### src/rtl/apb_master.sv
// APB3 requester: valid/ready command in, IDLE->SETUP->ACCESS transfer out, one-cycle response strobe.
// Optional ACCESS-phase timeout abort is compiled in with `define APB_TIMEOUT_EN.
module apb_master #(
  parameter int ADDR_WIDTH     = 32,
  parameter int DATA_WIDTH     = 32,
  parameter int TIMEOUT_CYCLES = 16
) (
  input  logic                  PCLK,
  input  logic                  PRESET,
  input  logic                  cmd_valid,
  output logic                  cmd_ready,
  input  logic                  cmd_write,
  input  logic [ADDR_WIDTH-1:0] cmd_addr,
  input  logic [DATA_WIDTH-1:0] cmd_wdata,
  output logic                  rsp_valid,
  output logic [DATA_WIDTH-1:0] rsp_rdata,
  output logic                  rsp_err,
  output logic                  PSEL,
  output logic                  PENABLE,
  output logic                  PWRITE,
  output logic [ADDR_WIDTH-1:0] PADDR,
  output logic [DATA_WIDTH-1:0] PWDATA,
  input  logic                  PREADY,
  input  logic                  PSLVERR,
  input  logic [DATA_WIDTH-1:0] PRDATA
);

  typedef enum logic [1:0] {IDLE, SETUP, ACCESS} state_t;
  state_t state;

  if (TIMEOUT_CYCLES < 1) begin : g_bad_timeout
    $error("apb_master: TIMEOUT_CYCLES must be at least 1");
  end

`ifdef APB_TIMEOUT_EN
  localparam int CNT_W = $clog2(TIMEOUT_CYCLES + 1);
  logic [CNT_W-1:0] to_cnt;
`endif

  // cmd_ready is a register so it stays low throughout reset and rises on the first edge after.
  always_ff @(posedge PCLK or negedge PRESET) begin
    if (!PRESET) begin
      state     <= IDLE;
      cmd_ready <= 1'b0;
      PSEL      <= 1'b0;
      PENABLE   <= 1'b0;
      PWRITE    <= 1'b0;
      PADDR     <= '0;
      PWDATA    <= '0;
      rsp_valid <= 1'b0;
      rsp_rdata <= '0;
      rsp_err   <= 1'b0;
`ifdef APB_TIMEOUT_EN
      to_cnt    <= '0;
`endif
    end else begin
      rsp_valid <= 1'b0;
      unique case (state)
        IDLE: begin
          cmd_ready <= 1'b1;
          if (cmd_valid && cmd_ready) begin
            PADDR     <= cmd_addr;
            PWDATA    <= cmd_wdata;
            PWRITE    <= cmd_write;
            PSEL      <= 1'b1;
            PENABLE   <= 1'b0;
            cmd_ready <= 1'b0;
            state     <= SETUP;
          end
        end
        SETUP: begin
          PENABLE <= 1'b1;
          state   <= ACCESS;
`ifdef APB_TIMEOUT_EN
          to_cnt  <= '0;
`endif
        end
        ACCESS: begin
          // PREADY wins over a timeout landing on the same edge.
          if (PREADY) begin
            PSEL      <= 1'b0;
            PENABLE   <= 1'b0;
            rsp_valid <= 1'b1;
            rsp_err   <= PSLVERR;
            rsp_rdata <= PWRITE ? '0 : PRDATA;
            cmd_ready <= 1'b1;
            state     <= IDLE;
          end
`ifdef APB_TIMEOUT_EN
          else if (to_cnt == CNT_W'(TIMEOUT_CYCLES - 1)) begin
            PSEL      <= 1'b0;
            PENABLE   <= 1'b0;
            rsp_valid <= 1'b1;
            rsp_err   <= 1'b1;
            rsp_rdata <= '0;
            cmd_ready <= 1'b1;
            to_cnt    <= to_cnt + 1'b1;
            state     <= IDLE;
          end else begin
            to_cnt <= to_cnt + 1'b1;
          end
`endif
        end
        default: state <= IDLE;
      endcase
    end
  end

endmodule

### config.mk
export PLATFORM = sky130hd
export DESIGN_NAME = apb_master
export DESIGN_NICKNAME = d
export VERILOG_FILES = /design/src/rtl/apb_master.sv
export SDC_FILE = /design/constraint.sdc
export NUM_CORES = 1
export LEC_CHECK = 0
export ABC_CLOCK_PERIOD_IN_PS = 1600
export BUFFER_PORTS_ARGS = -buffer_cell sky130_fd_sc_hd__buf_2
export CAP_MARGIN = 15
export CORE_ASPECT_RATIO = 0.8
export CORE_UTILIZATION = 30
export DETAILED_ROUTE_END_ITERATION = 10
export SLEW_MARGIN = 20
export SYNTH_ARGS = -nofsm -noshare
export SYNTH_HDL_FRONTEND = slang
export SYNTH_SLANG_ARGS = --single-unit
export TNS_END_PERCENT = 10
### constraint.sdc
create_clock -name PCLK -period 1.6 [get_ports PCLK]
set_input_delay 0.08 -clock PCLK [delete_from_list [all_inputs] [get_ports PCLK]]
set_output_delay 0.08 -clock PCLK [all_outputs]
set_load 0.1 [all_outputs]
==> key figures <==
Clock network
  • CTS H-tree depth: 3
  • Worst-skew pair later-pin latency: approximately 340 ps
  • Deepest clock path buffer count: 2
  • Root buf cell: clkbuf_16
  • CTS Sinks: approximately 100
  • Inserted Clock Buffers: 9
  • TritonCTS clock tree: done
  • Reg clk slew, reported paths: around 60 ps

Detailed routing
  • Detailed-route DRC error count: 0
  • Antenna viol nets, final: 0
  • DR vias: between 3,000 and 4,000
  • Drt first-iter violations: 86
  • DR vias/cell: about 4.2
  • Wire per inst: between 10 and 15 um
  • Total Wirelength: slightly above 10 mm
  • TritonRoute pass-1 iters: 4

STA
  • RSZ-0062 raised after global routing: true
  • Worst-Margin Slew: approximately 520 ps
  • Fmax: around 0.66 GHz
  • Tmin final: between 1500 and 2000 ps
  • # setup viols final: 0
  • Final Hold Vio Count: 0
  • Slew Viols, Final: 0
  • Clk_skew: roughly 4 ps
  • Min setup slack post-route: about 77 ps
  • Slew Limit Headroom: about two thirds
  • Final Cycle Share: between 90% and 100%

Yosys
  • Synthesized area: between 4000 and 5000 um^2
  • Net count after synthesis: just over 400
  • Count of cell types in the netlist: 19
  • Number of synthesized register bits: 104
  • Mean Syn Cell Area: ~14 um^2
  • Gate Count Post-Synth: between 300 and 400
  • Post-synthesis sequential area ratio: a little over three fifths
  • Synth warn: 0

Layout
  • Layout Utilization: 49.72%
  • Final Instance Area: ~6700 um^2
  • # diodes: 0
  • Seq. cell area: approximately 2600 um^2
  • Fillers: 1,168
  • Layout overhead on the synthesized area: 62.25%
  • Number of nets in the layout: approximately 720
  • Layout cell share with drive strength beyond 1: ~47%
  • Area occupied by multi-input gates: between 1000 and 1500 um^2
  • Final Instance Count excl. Fillers: 794

Global route
  • Congestion Overflow GR: 0
  • First-pass GRT wire length: roughly 17 mm
  • Total track usage: between 10% and 20%
  • Initial antenna violation count: 0
  • M2 GR Usage: between 20% and 30%
  • Vias in the first global route: 3,435
  • M1 GR Usage: between 10% and 20%
  • Gr busiest metal: met2
  • Largest net degree at the start of global routing: 52
  • Met3 usage: between 5 and 6%

Placed design
  • DP Area: 5444 um^2
  • Pre-CTS WS: between 30 and 40 ps
  • IO buf count: 203
  • Gp weighted congestion: between 0.7 and 0.8
  • Inst Count DP: around 680
  • Post-DP HPWL: 6.712 mm

Hold path
  • Hold Path End: rsp_rdata[25]
  • HP Class: primary input to flip-flop
  • WHS Path Cells: 3
  • Hold Startpoint: PRDATA[25]

Worst setup path
  • Worst r2r dst: PADDR[14]
  • CP startpoint kind: flip-flop
  • Critical path's slowest cell: dfrtp_1
  • Worst setup EP type: flip-flop
  • Crit path cell chain: inv_1, ha_2, nand3_4, buf_4, mux2_4
  • R2r setup slk: between 70 and 80 ps
  • CP bufs+invs: 2
  • R2R Path Start: state[0]
  • R2R depth: 5
  • Max FO, Critical Path: 11
  • Family with the most delay on the worst path: flip-flops
  • CP Data Arrival Time: 1740 ps
  • Crit Path Class: flip-flop to flip-flop
  • Req. time, crit path: ~1800 ps
  • CP peak stage delay: 380 ps

Status
  • Status: completed

Die
  • CORE AREA: between 10,000 and 15,000 um^2
  • Rows: 38
  • Die H: between 100 and 150 um
  • Die Area: approximately 14,000 um^2
  • Initial Utilization: a little under a third
  • Ports: about 200
  • Die width: 133.5 um

Run
  • Maxcap violations: 0
layer usage:
metal	vias to the layer above	wire (um)	part of all wire [%]
met3	9	792	7.7
met2	134	4830	47
met1	1581	4591	44
met5	-	0	0
met4	0	104	1.0
li1	1637	-	-
state kept, by name (all words and copies together) (netlist names), 2 cells and up:
register and cells:
state 2, PWDATA 32, rsp_rdata 32, PADDR 32
cells in the final DEF, fill, tap and decap left out:
cell	instances
mux2_1	8
o21ai_0	37
nand3_4	1
ha_1	2
dlygate4sd3_1	98
clkbuf_8	3
dfrtp_1	103
nand2_2	1
a31oi_1	1
nor2b_1	1
a21boi_1	1
mux2_4	20
o22ai_1	1
inv_1	4
buf_4	5
mux2_2	40
nor3_1	1
buf_6	1
bufinv_16	1
dfrtp_4	1
clkinv_2	2
nand2b_1	32
nor2_1	2
buf_12	5
clkbuf_16	9
nand2_1	32
ha_2	1
buf_2	201
through the flow:
stage / setup TNS [ps] / hold slack (ps)
2_1_floorplan: 0 / -215.6
3_3_place_gp: 0 / -64.59
3_5_place_dp: 0 / -64.69
4_1_cts: 0 / 11.93
5_1_grt: -17.89 / 29.43
6_report: 0 / 20.22
final cells by class:
| type | instances | area share (%) |
|---|---|---|
| inverter | 4 | 0.2228 |
| timing repair buffer | 310 | 31.70 |
| clock inverter | 3 | 0.5942 |
| clock buffer | 12 | 3.955 |
| sequential | 104 | 38.68 |
| multi-input combinational | 181 | 21.50 |
| tap | 180 | 3.343 |
worst max path at each step:
| stage | from | to | slack, ps | depth (start not counted) |
|---|---|---|---|---|
| 2_1_floorplan | PWRITE | rsp_rdata[0] | 90 | 3 |
| 3_3_place_gp | state[0] | PENABLE | 60 | 5 |
| 5_1_grt | state[0] | PADDR[14] | -4 | 5 |
| 6_report | state[0] | PADDR[14] | 80 | 5 |
| 3_5_place_dp | state[0] | state[1] | 30 | 5 |
| 4_1_cts | state[0] | state[1] | 20 | 5 |
synthesized netlist by cell type:
cell	number	share of area [%]
dfrtp_1	104	63
mux2_2	40	11
o21ai_0	37	4.5
nand2_1	33	3.0
nand2b_1	32	4.8
mux2_4	20	7.2
clkbuf_1	9	0.81
mux2_1	8	2.2
buf_2	4	0.48
buf_6	4	1.1
inv_1	4	0.36
ha_1	3	0.90
nor2_1	2	0.18
a21boi_0	1	0.18
a31oi_1	1	0.15
nand3_2	1	0.24
nor2b_1	1	0.15
nor3_1	1	0.12
o22ai_1	1	0.15
worst min-delay path, delay by kind of cell:
family | cells | cell delay [ps]
compound gates | 1 | 70
buf+inv | 1 | 100
simple gates | 1 | 60
logic make-up (layout without fill, tap and decap cells):
group / after synthesis / count (layout) / share of synthesized area, %
buffers and inverters: 21 / 329 / 2.742
AND/OR/NAND/NOR: 70 / 70 / 8.497
adder cells (fa/ha/maj): 3 / 3 / 0.9040
multiplexers: 68 / 68 / 20.25
AO/OA/AOI/OAI: 40 / 40 / 4.942
flip-flops: 104 / 104 / 62.67
what timing repair did:
action | in CTS | in global routing
endpoints found under the hold margin | 201 | 0
gates resized for setup | 0 | 3
setup endpoints to repair | 0 | 88
hold buffers | 98 | 0
buffers inserted | 0 | 0
Power is left out: the tool's default activity adds up to more than one toggle a clock period on the data nets, which glitch-free logic cannot reach.
